===== src/rtl/cuckoo_pkg.sv =====
// Shared types and constants for the cuckoo lookup result path.
//   hit_rec_t      : one captured result cycle (hit mask, suffix flags, byte offset)
//   HIT_*          : bit positions inside hit_rec_t.hit / .sfx
//   OFF_W          : default payload byte-offset width
//   lowest_hit_idx : priority pick of the next hit to report
package cuckoo_pkg;

    localparam int OFF_W = 16;

    localparam logic [1:0] HIT_CASE_A   = 2'd0;
    localparam logic [1:0] HIT_CASE_B   = 2'd1;
    localparam logic [1:0] HIT_NOCASE_A = 2'd2;
    localparam logic [1:0] HIT_NOCASE_B = 2'd3;

    typedef struct packed {
        logic [3:0]       hit;     // {nocaseB, nocaseA, caseB, caseA}
        logic [3:0]       sfx;     // suffix flag, same bit order as hit
        logic [OFF_W-1:0] offset;  // byte offset that started the lookup
    } hit_rec_t;

    // Index of the lowest set bit; caseA has the highest priority.
    function automatic logic [1:0] lowest_hit_idx(input logic [3:0] mask);
        logic [1:0] idx;
        casez (mask)
            4'b???1: idx = HIT_CASE_A;
            4'b??10: idx = HIT_CASE_B;
            4'b?100: idx = HIT_NOCASE_A;
            4'b1000: idx = HIT_NOCASE_B;
            default: idx = HIT_CASE_A;
        endcase
        return idx;
    endfunction

endpackage


===== src/rtl/cuckoo_match_collector_if.sv =====
// Match-event handshake bus from the collector to the rule-reporting logic.
//   ev_valid/ev_ready : valid/ready handshake, one event per accepted cycle
//   ev_offset         : payload byte offset of the hit
//   ev_nocase/ev_port : which lookup path / port produced the hit
//   ev_suffix         : suffix flag of the hit
interface cuckoo_match_collector_if #(
    parameter int OFF_W = 16
);
    logic             ev_valid;
    logic             ev_ready;
    logic [OFF_W-1:0] ev_offset;
    logic             ev_nocase;
    logic             ev_port;
    logic             ev_suffix;

    modport master (
        output ev_valid, ev_offset, ev_nocase, ev_port, ev_suffix,
        input  ev_ready
    );

    modport slave (
        input  ev_valid, ev_offset, ev_nocase, ev_port, ev_suffix,
        output ev_ready
    );
endinterface


===== src/rtl/match_rec_fifo.sv =====
// Synchronous first-word-fall-through FIFO for hit records.
//   clk/rst        : clock, asynchronous active-low reset
//   push/wdata     : write; accepted when not full, or when full with a pop
//   pop/rdata      : rdata is the head entry; pop is ignored when empty
//   full/empty     : occupancy flags
//   count          : number of stored entries (0..DEPTH)
module match_rec_fifo #(
    parameter  int WIDTH = 24,
    parameter  int DEPTH = 8,
    localparam int AW    = $clog2(DEPTH),
    localparam int CW    = AW + 1
) (
    input  logic             clk,
    input  logic             rst,
    input  logic             push,
    input  logic             pop,
    input  logic [WIDTH-1:0] wdata,
    output logic [WIDTH-1:0] rdata,
    output logic             full,
    output logic             empty,
    output logic [CW-1:0]    count
);

    logic [WIDTH-1:0] mem_r [DEPTH];
    logic [AW-1:0]    wptr_r;
    logic [AW-1:0]    rptr_r;
    logic [CW-1:0]    count_r;
    logic             push_s;
    logic             pop_s;

    // Qualify requests; a full FIFO still accepts a push when it pops on the same edge.
    always_comb begin
        pop_s  = pop && (count_r != {CW{1'b0}});
        push_s = push && ((count_r != CW'(DEPTH)) || pop_s);
    end

    // Storage array and write pointer.
    always_ff @(posedge clk or negedge rst) begin
        if (!rst) begin
            for (int i = 0; i < DEPTH; i++) begin
                mem_r[i] <= {WIDTH{1'b0}};
            end
            wptr_r <= {AW{1'b0}};
        end else if (push_s) begin
            mem_r[wptr_r] <= wdata;
            wptr_r        <= wptr_r + AW'(1);
        end
    end

    // Read pointer and occupancy count.
    always_ff @(posedge clk or negedge rst) begin
        if (!rst) begin
            rptr_r  <= {AW{1'b0}};
            count_r <= {CW{1'b0}};
        end else begin
            if (pop_s) begin
                rptr_r <= rptr_r + AW'(1);
            end
            case ({push_s, pop_s})
                2'b10:   count_r <= count_r + CW'(1);
                2'b01:   count_r <= count_r - CW'(1);
                default: count_r <= count_r;
            endcase
        end
    end

    assign rdata = mem_r[rptr_r];
    assign full  = (count_r == CW'(DEPTH));
    assign empty = (count_r == {CW{1'b0}});
    assign count = count_r;

endmodule


===== src/rtl/cuckoo_match_collector.sv =====
// Realigns cuckoo engine results with the payload byte offset that started
// each lookup, buffers hit records and serializes them into match events.
//   clk, rst (async active-low)
//   enable, pkt_start                  : engine issue strobe / packet start
//   compare_out[_nocase], suffix[_nocase]: per-port results, LATENCY after issue
//   ev (master)                        : one match event per handshake
//   almost_full                        : throttle request for enable
//   overflow, drop_count, stat_clr     : drop statistics and their clear
// OFF_W must equal cuckoo_pkg::OFF_W, since the record type is shared.
module cuckoo_match_collector
    import cuckoo_pkg::*;
#(
    parameter int LATENCY = 4,
    parameter int OFF_W   = cuckoo_pkg::OFF_W,
    parameter int DEPTH   = 8
) (
    input  logic                            clk,
    input  logic                            rst,
    input  logic                            enable,
    input  logic                            pkt_start,
    input  logic [1:0]                      compare_out,
    input  logic [1:0]                      suffix,
    input  logic [1:0]                      compare_out_nocase,
    input  logic [1:0]                      suffix_nocase,
    input  logic                            stat_clr,
    cuckoo_match_collector_if.master        ev,
    output logic                            almost_full,
    output logic                            overflow,
    output logic [15:0]                     drop_count
);

    localparam int CNT_W  = $clog2(DEPTH) + 1;
    localparam int AF_THR = DEPTH - LATENCY - 1;

    typedef enum logic {S_IDLE = 1'b0, S_HOLD = 1'b1} ser_state_e;

    logic [OFF_W-1:0] off_cnt_r;
    logic             started_r;
    logic [OFF_W-1:0] issue_off_s;
    logic [LATENCY-1:0] dl_vld_r;
    logic [OFF_W-1:0] dl_off_r [LATENCY];

    logic [3:0]  hit_s, sfx_s, mask_r, mask_after_s, mask_nxt_s;
    logic        cap_s, hs_s, load_s, drop_s, push_s;
    logic [1:0]  emit_idx_s, nxt_idx_s;
    hit_rec_t    cap_rec_s, rec_r, rec_nxt_s, fifo_rdata_s;
    logic        fifo_full_s, fifo_empty_s;
    logic [CNT_W-1:0] fifo_cnt_s, cnt_nxt_s;
    ser_state_e  state_r, state_nxt_s;

    logic             ev_valid_r, ev_nocase_r, ev_port_r, ev_suffix_r;
    logic [OFF_W-1:0] ev_offset_r;
    logic             almost_full_r, overflow_r;
    logic [15:0]      drop_cnt_r;

    // Offset of the byte issued this cycle. Until the first byte after reset the
    // all-ones counter is treated as "one before zero" instead of saturated.
    always_comb begin
        if (pkt_start || !started_r) begin
            issue_off_s = {OFF_W{1'b0}};
        end else if (off_cnt_r == {OFF_W{1'b1}}) begin
            issue_off_s = off_cnt_r;
        end else begin
            issue_off_s = off_cnt_r + OFF_W'(1);
        end
    end

    // Offset counter, advanced only by issued bytes.
    always_ff @(posedge clk or negedge rst) begin
        if (!rst) begin
            off_cnt_r <= {OFF_W{1'b1}};
            started_r <= 1'b0;
        end else if (enable) begin
            off_cnt_r <= issue_off_s;
            started_r <= 1'b1;
        end
    end

    // Tag delay line tracking the engine pipeline; shifts every cycle.
    always_ff @(posedge clk or negedge rst) begin
        if (!rst) begin
            dl_vld_r <= {LATENCY{1'b0}};
            for (int i = 0; i < LATENCY; i++) begin
                dl_off_r[i] <= {OFF_W{1'b0}};
            end
        end else begin
            dl_vld_r[0] <= enable;
            dl_off_r[0] <= issue_off_s;
            for (int i = 1; i < LATENCY; i++) begin
                dl_vld_r[i] <= dl_vld_r[i-1];
                dl_off_r[i] <= dl_off_r[i-1];
            end
        end
    end

    // Capture, serializer next state and FIFO push/pop/drop decisions.
    always_comb begin
        hit_s            = {compare_out_nocase, compare_out};
        sfx_s            = {suffix_nocase, suffix};
        // Results for invalid tags are repeats from stalled addresses.
        cap_s            = dl_vld_r[LATENCY-1] && (hit_s != 4'b0000);
        cap_rec_s.hit    = hit_s;
        cap_rec_s.sfx    = sfx_s;
        cap_rec_s.offset = dl_off_r[LATENCY-1];

        emit_idx_s = lowest_hit_idx(mask_r);
        hs_s       = (mask_r != 4'b0000) && ev.ev_ready;
        if (hs_s) begin
            mask_after_s = mask_r & ~(4'b0001 << emit_idx_s);
        end else begin
            mask_after_s = mask_r;
        end

        // Refill on the same edge the last hit leaves, so events stay back to back.
        load_s = (mask_after_s == 4'b0000) && !fifo_empty_s;
        if (load_s) begin
            mask_nxt_s = fifo_rdata_s.hit;
            rec_nxt_s  = fifo_rdata_s;
        end else begin
            mask_nxt_s = mask_after_s;
            rec_nxt_s  = rec_r;
        end
        nxt_idx_s = lowest_hit_idx(mask_nxt_s);

        drop_s    = cap_s && fifo_full_s && !load_s;
        push_s    = cap_s && !drop_s;
        cnt_nxt_s = fifo_cnt_s + CNT_W'(push_s) - CNT_W'(load_s);
    end

    match_rec_fifo #(
        .WIDTH ($bits(hit_rec_t)),
        .DEPTH (DEPTH)
    ) u_fifo (
        .clk   (clk),
        .rst   (rst),
        .push  (push_s),
        .pop   (load_s),
        .wdata (cap_rec_s),
        .rdata (fifo_rdata_s),
        .full  (fifo_full_s),
        .empty (fifo_empty_s),
        .count (fifo_cnt_s)
    );

    // Serializer state: IDLE with an empty mask, HOLD while hits remain.
    always_comb begin
        state_nxt_s = state_r;
        case (state_r)
            S_IDLE: begin
                if (load_s) begin
                    state_nxt_s = S_HOLD;
                end else begin
                    state_nxt_s = S_IDLE;
                end
            end
            S_HOLD: begin
                if ((mask_after_s == 4'b0000) && !load_s) begin
                    state_nxt_s = S_IDLE;
                end else begin
                    state_nxt_s = S_HOLD;
                end
            end
            default: state_nxt_s = S_IDLE;
        endcase
    end

    // Serializer registers and the registered event outputs derived from them.
    always_ff @(posedge clk or negedge rst) begin
        if (!rst) begin
            state_r     <= S_IDLE;
            mask_r      <= 4'b0000;
            rec_r       <= '0;
            ev_valid_r  <= 1'b0;
            ev_offset_r <= {OFF_W{1'b0}};
            ev_nocase_r <= 1'b0;
            ev_port_r   <= 1'b0;
            ev_suffix_r <= 1'b0;
        end else begin
            state_r     <= state_nxt_s;
            mask_r      <= mask_nxt_s;
            rec_r       <= rec_nxt_s;
            ev_valid_r  <= (mask_nxt_s != 4'b0000);
            ev_offset_r <= rec_nxt_s.offset;
            ev_nocase_r <= nxt_idx_s[1];
            ev_port_r   <= nxt_idx_s[0];
            ev_suffix_r <= rec_nxt_s.sfx[nxt_idx_s];
        end
    end

    // Back-pressure flag and drop statistics; stat_clr beats a same-cycle drop.
    always_ff @(posedge clk or negedge rst) begin
        if (!rst) begin
            almost_full_r <= 1'b0;
            overflow_r    <= 1'b0;
            drop_cnt_r    <= 16'h0000;
        end else begin
            almost_full_r <= (cnt_nxt_s >= CNT_W'(AF_THR));
            if (stat_clr) begin
                overflow_r <= 1'b0;
                drop_cnt_r <= 16'h0000;
            end else if (drop_s) begin
                overflow_r <= 1'b1;
                if (drop_cnt_r != 16'hFFFF) begin
                    drop_cnt_r <= drop_cnt_r + 16'h0001;
                end
            end
        end
    end

    assign ev.ev_valid  = ev_valid_r;
    assign ev.ev_offset = ev_offset_r;
    assign ev.ev_nocase = ev_nocase_r;
    assign ev.ev_port   = ev_port_r;
    assign ev.ev_suffix = ev_suffix_r;
    assign almost_full  = almost_full_r;
    assign overflow     = overflow_r;
    assign drop_count   = drop_cnt_r;

endmodule


===== src/flat_wrapper.sv =====
// flat-port wrapper written by rule: the top's interface ports become plain ports
module cuckoo_match_collector_flat import cuckoo_pkg::*;
#(
    parameter int LATENCY = 4,
    parameter int OFF_W   = cuckoo_pkg::OFF_W,
    parameter int DEPTH   = 8
)
  (clk, rst, enable, pkt_start, compare_out, suffix, compare_out_nocase, suffix_nocase, stat_clr, almost_full, overflow, drop_count, ev_ev_valid, ev_ev_offset, ev_ev_nocase, ev_ev_port, ev_ev_suffix, ev_ev_ready);
  cuckoo_match_collector_if #(.OFF_W(OFF_W)) ev_i ();
  input  logic clk;
  input  logic rst;
  input  logic enable;
  input  logic pkt_start;
  input  logic [1:0] compare_out;
  input  logic [1:0] suffix;
  input  logic [1:0] compare_out_nocase;
  input  logic [1:0] suffix_nocase;
  input  logic stat_clr;
  output logic almost_full;
  output logic overflow;
  output logic [15:0] drop_count;
  output wire logic [$bits(ev_i.ev_valid)-1:0] ev_ev_valid;
  output wire logic [$bits(ev_i.ev_offset)-1:0] ev_ev_offset;
  output wire logic [$bits(ev_i.ev_nocase)-1:0] ev_ev_nocase;
  output wire logic [$bits(ev_i.ev_port)-1:0] ev_ev_port;
  output wire logic [$bits(ev_i.ev_suffix)-1:0] ev_ev_suffix;
  input wire logic [$bits(ev_i.ev_ready)-1:0] ev_ev_ready;
  assign ev_ev_valid = ev_i.ev_valid;
  assign ev_ev_offset = ev_i.ev_offset;
  assign ev_ev_nocase = ev_i.ev_nocase;
  assign ev_ev_port = ev_i.ev_port;
  assign ev_ev_suffix = ev_i.ev_suffix;
  assign ev_i.ev_ready = ev_ev_ready;
  cuckoo_match_collector #(.LATENCY(LATENCY), .OFF_W(OFF_W), .DEPTH(DEPTH)) u_core (.clk(clk), .rst(rst), .enable(enable), .pkt_start(pkt_start), .compare_out(compare_out), .suffix(suffix), .compare_out_nocase(compare_out_nocase), .suffix_nocase(suffix_nocase), .stat_clr(stat_clr), .ev(ev_i), .almost_full(almost_full), .overflow(overflow), .drop_count(drop_count));
endmodule

===== config.mk =====
export PLATFORM = sky130hd
export DESIGN_NAME = cuckoo_match_collector_flat
export DESIGN_NICKNAME = d
export VERILOG_FILES = /design/src/rtl/cuckoo_pkg.sv /design/src/rtl/cuckoo_match_collector_if.sv /design/src/rtl/match_rec_fifo.sv /design/src/rtl/cuckoo_match_collector.sv /design/src/flat_wrapper.sv
export SDC_FILE = /design/constraint.sdc
export NUM_CORES = 1
export LEC_CHECK = 0
export CAP_MARGIN = 0
export CORE_MARGIN = 1
export CORE_UTILIZATION = 55
export CTS_CLUSTER_DIAMETER = 100
export DETAILED_ROUTE_END_ITERATION = 12
export HOLD_SLACK_MARGIN = 0.06
export PLACE_DENSITY = 0.73
export REMOVE_ABC_BUFFERS = 1
export SLEW_MARGIN = 20
export SYNTH_ARGS = -nofsm -noshare
export SYNTH_HDL_FRONTEND = slang
export SYNTH_SLANG_ARGS = --single-unit

===== constraint.sdc =====
create_clock -name clk -period 10.63 [get_ports clk]
set_input_delay 2.126 -clock clk [delete_from_list [all_inputs] [get_ports clk]]
set_output_delay 2.126 -clock clk [all_outputs]
set_load 0.05 [all_outputs]

==> implementation parameters <==
Parameter                              Value

Outcome
  Outcome ... complete, no violations

Layout
  Diodes inserted ... 0
  Final cell area excluding filler cells ... roughly 16000 um2
  Cell Count, Final, Fillers Out ... between 1000 and 1500
  Synth-to-Final Area Change ... 13.6%
  Net count, final ... approximately 1100
  Proportion of layout cells with a drive suffix above 1 ... 32.7%
  # fillers ... between 1500 and 2000

Floorplan
  Core Region ... 25300 um2
  Starting Density ... about 56%
  Die X-Extent ... around 160 um
  Die boundary height ... around 160 um
  IO Count ... 52
  Die area ... about 26000 um2
  Floorplan row count ... 58

CTS
  Number of sinks on the clock net ... approximately 330
  Clock tree root driver cell ... sky130_fd_sc_hd__clkbuf_16
  Clock latency of the later-clocked register in the worst-skew pair ... 0.51 ns
  H-tree lvl count ... 2
  Maximum buffer depth of the clock tree ... 3
  Clock-pin slew on the worst setup and hold paths ... about 0.06 ns
  TritonCTS buffer count ... 36
  Post-CTS Repair Setup Buffers ... 0
  Resized cells post-CTS ... 0
  # hold bufs at CTS ... 0
  CTS tree ... done

Worst setup path
  Data required time at the worst endpoint ... 11.01 ns
  Startpoint of the worst register-to-register path ... u_core.mask_r[1]
  Type of destination of the critical path ... flop
  Setup slack on the worst flop-to-flop path ... 6.89 ns
  Startpoint class of the critical path ... primary input
  Maximum cell stage delay along the critical path ... 0.71 ns
  Maximum fanout count along the critical path ... 24
  Bufs and invs on worst path ... 2
  Crit Path Class ... primary input to flop
  End of the worst register-to-register path ... u_core.u_fifo.mem_r[146]
  Critical path arrival ... approximately 5.8 ns
  CP top delay family ... simple AND/OR/NAND/NOR gates
  Critical-path cell with the highest stage delay ... sky130_fd_sc_hd__nand3b_2
  Critical path, cell by cell ... clkdlybuf4s50_1, or4b_1, a22o_1, or2_0, a31oi_4, inv_2, nor2_2, nand3b_2, mux2_1
  Number of cells on the worst reg-to-reg path ... 8

Yosys
  Post-synthesis sequential element count ... 333
  Top cell type's share of synthesized area ... 55.9%
  Synthesized instance count ... around 990
  Sequential share of the synthesized area ... between 50% and 60%
  Cell accounting for the most synthesized area ... sky130_fd_sc_hd__dfrtp_1
  Syn avg cell area ... about 14 um2
  Most common library cells after synthesis ... sky130_fd_sc_hd__dfrtp_1 (317), sky130_fd_sc_hd__mux2_2 (195), sky130_fd_sc_hd__nor2_1 (68)
  Netlist Area Pre-Place ... approximately 14000 um2
  Most frequent cell after synthesis ... sky130_fd_sc_hd__dfrtp_1
  Async set-or-reset flop fraction in the synthesized netlist ... 100%
  Most used DFF post-synth ... sky130_fd_sc_hd__dfrtp_1
  Number of warning messages in the yosys log ... 0
  Number of flops mapped to enable cells by yosys ... 0
  Dominant cells by area after synthesis ... sky130_fd_sc_hd__dfrtp_1 (56%), sky130_fd_sc_hd__mux2_2 (15%), sky130_fd_sc_hd__mux4_2 (7.6%)
  Number of distinct standard cells referenced by the synthesized netlist ... between 50 and 60

STA
  Measured slew at the worst slew-check pin ... about 1.1 ns
  Final Critical Period ... between 5 and 6 ns
  Sum of negative setup slack ... 0 ns
  Hold Violations, Final ... 0
  Fin Hold WS ... 0.345 ns
  Max Transition Viols Final ... 0
  Final number of setup-violating endpoints ... 0
  Rel. slew slack ... between 20% and 30%
  Unrepaired setup endpoints after global routing ... false
  Fmax ... ~180 MHz
  Fraction of the cycle the final worst path needs ... 51.1%
  Final clock skew ... between 0.009 and 0.01 ns

Power and ir drop
  Peak ir drop on the vdd network ... between 0.2 and 0.3 mV
  Pleak ... a little over 7 nW
  Overall Power ... 4.29 mW
  Total power per unit cell area ... around 270 nW/um2

Global routing
  Total global-route track usage ... about 22%
  Maximum number of pins on one net before global-route repair ... 119
  Met1 usage ... a little under a third
  Global-route met3 utilization ... under 10%
  Overall overflow remaining after global route ... 0
  Number of global-route vias before repair ... roughly 8400
  Wire length of the first global-routing pass ... about 45000 um
  GR Layer Usage met2 ... 35.8%
  Highest-utilization routing layer at the global route stage ... met2
  Number of antenna violations at the first check in global routing ... 0

Place
  Cell Area, Placed ... 14900 um2
  Detailed placer's ending HPWL ... between 15000 and 20000 um
  Placed Instances ... 1319
  Port-buffer cells ... 51
  Final GP Congestion ... roughly 0.83

Run
  Number of maximum-capacitance violations ... 0

Min path
  Classification of the worst-slack hold path ... flop to flop
  Hold Path Sink ... u_core.dl_off_r[27]
  Count of cells along the worst hold path ... 0
  Hold wc startpoint ... u_core.dl_off_r[43]

Route
  DR vias ... 7950
  Iteration count of the initial detailed-routing pass ... 4
  Count of antenna-violating nets left after detailed routing ... 0
  Drt initial violations ... between 400 and 500
  WL final ... between 20000 and 30000 um
  Post-detailed-route via-to-cell ratio ... 5.75
  Count of unresolved DRC violations after routing ... 0
  DR WL/cell ... 19.4 um
==> how the worst max path moves through the flow <==
stage                                to         from  slack (ns)  cells after the start
2_1_floorplan   u_core.u_fifo.mem_r[40]  ev_ev_ready        5.48                      7
3_3_place_gp   u_core.u_fifo.mem_r[146]  ev_ev_ready        4.79                      9
3_5_place_dp   u_core.u_fifo.mem_r[146]  ev_ev_ready        4.66                      9
4_1_cts        u_core.u_fifo.mem_r[146]  ev_ev_ready        5.19                      9
5_1_grt        u_core.u_fifo.mem_r[144]  ev_ev_ready        5.04                      9
6_report       u_core.u_fifo.mem_r[146]  ev_ev_ready        5.20                      9
==> per-stage QoR <==
step	setup slack [ns]	util (%)
4_1_cts	5.19	63.8
6_report	5.20	63.8
2_1_floorplan	5.48	-
3_5_place_dp	4.66	58.9
5_1_grt	5.04	63.8
3_3_place_gp	4.79	58.9
==> placed cells by master, fill, tap and decap left out, drive strengths merged, types with 2 or more instances in the layout <==
cell type        n
a21o             2
a21oi           35
a22o             4
a31oi            8
and2             3
and3             2
and4             2
buf             13
bufinv           4
clkbuf          55
clkdlybuf4s50   50
clkinv           4
clkinvlp         2
dfrtp          317
dfstp           16
fa               2
ha              12
inv             16
mux2           199
mux2i           21
mux4            48
nand2           41
nand2b          10
nand3           10
nand4            9
nor2            69
nor3            11
nor3b            3
nor4             4
o21ai           16
o31ai            7
or2              4
or3              2
or4              2
or4b             2
xnor2           25
xor2            10
==> layout make-up <==
class	count	area, um2	share of cell area (%)
clock buffer	55	1080	6.73
sequential	333	8360	51.9
multi-input combinational	576	5430	33.7
tap	330	413	2.56
timing repair buffer	63	609	3.78
inverter	17	63.8	0.396
clock inverter	9	150	0.932
==> cells by family (layout without fill, tap and decap cells) <==
family / count (synthesis) / in the layout / share of synthesized area (%)
buf+inv: 83 / 144 / 2.87
fa+ha+maj: 14 / 14 / 1.34
compound gates: 80 / 80 / 3.47
mux: 268 / 268 / 24.9
simple gates: 179 / 179 / 6.34
flops: 333 / 333 / 58.9
xor+xnor: 35 / 35 / 2.16
==> where the power goes <==
part           switching (mW)  internal, mW  total, mW  leakage, nW
combinational           0.669         0.612       1.28         2.32
clock                   0.484         0.799       1.28        0.600
sequential              0.204          1.52       1.72         4.35
total                    1.36          2.93       4.29         7.27
==> metal layers <==
metal,share of wire [%],vias up
li1,-,3615
met1,46,4158
met2,49,136
met3,3.6,41
met4,1.7,0
met5,0,-
==> flip-flops by register name (all words and copies together), names as in the netlist, 4 cells and up <==
signal and count:
u_core.cap_rec_s 16, u_core.dl_off_r 48, u_core.dl_vld_r 4, u_core.drop_count 16, u_core.mask_r 4, u_core.off_cnt_r 16
u_core.rec_r 20, u_core.u_fifo.count 4, u_core.u_fifo.mem_r 192
==> worst register-to-register path: stages, from the launching register on <==
cell	delay, ns
sky130_fd_sc_hd__dfrtp_1	0.43
sky130_fd_sc_hd__or4b_1	0.56
sky130_fd_sc_hd__a22o_1	0.32
sky130_fd_sc_hd__or2_0	0.37
sky130_fd_sc_hd__a31oi_4	0.30
sky130_fd_sc_hd__inv_2	0.16
sky130_fd_sc_hd__nor2_2	0.16
sky130_fd_sc_hd__nand3b_2	0.71
sky130_fd_sc_hd__mux2_1	0.61
Note: power is estimated with default switching activity, not from simulation.
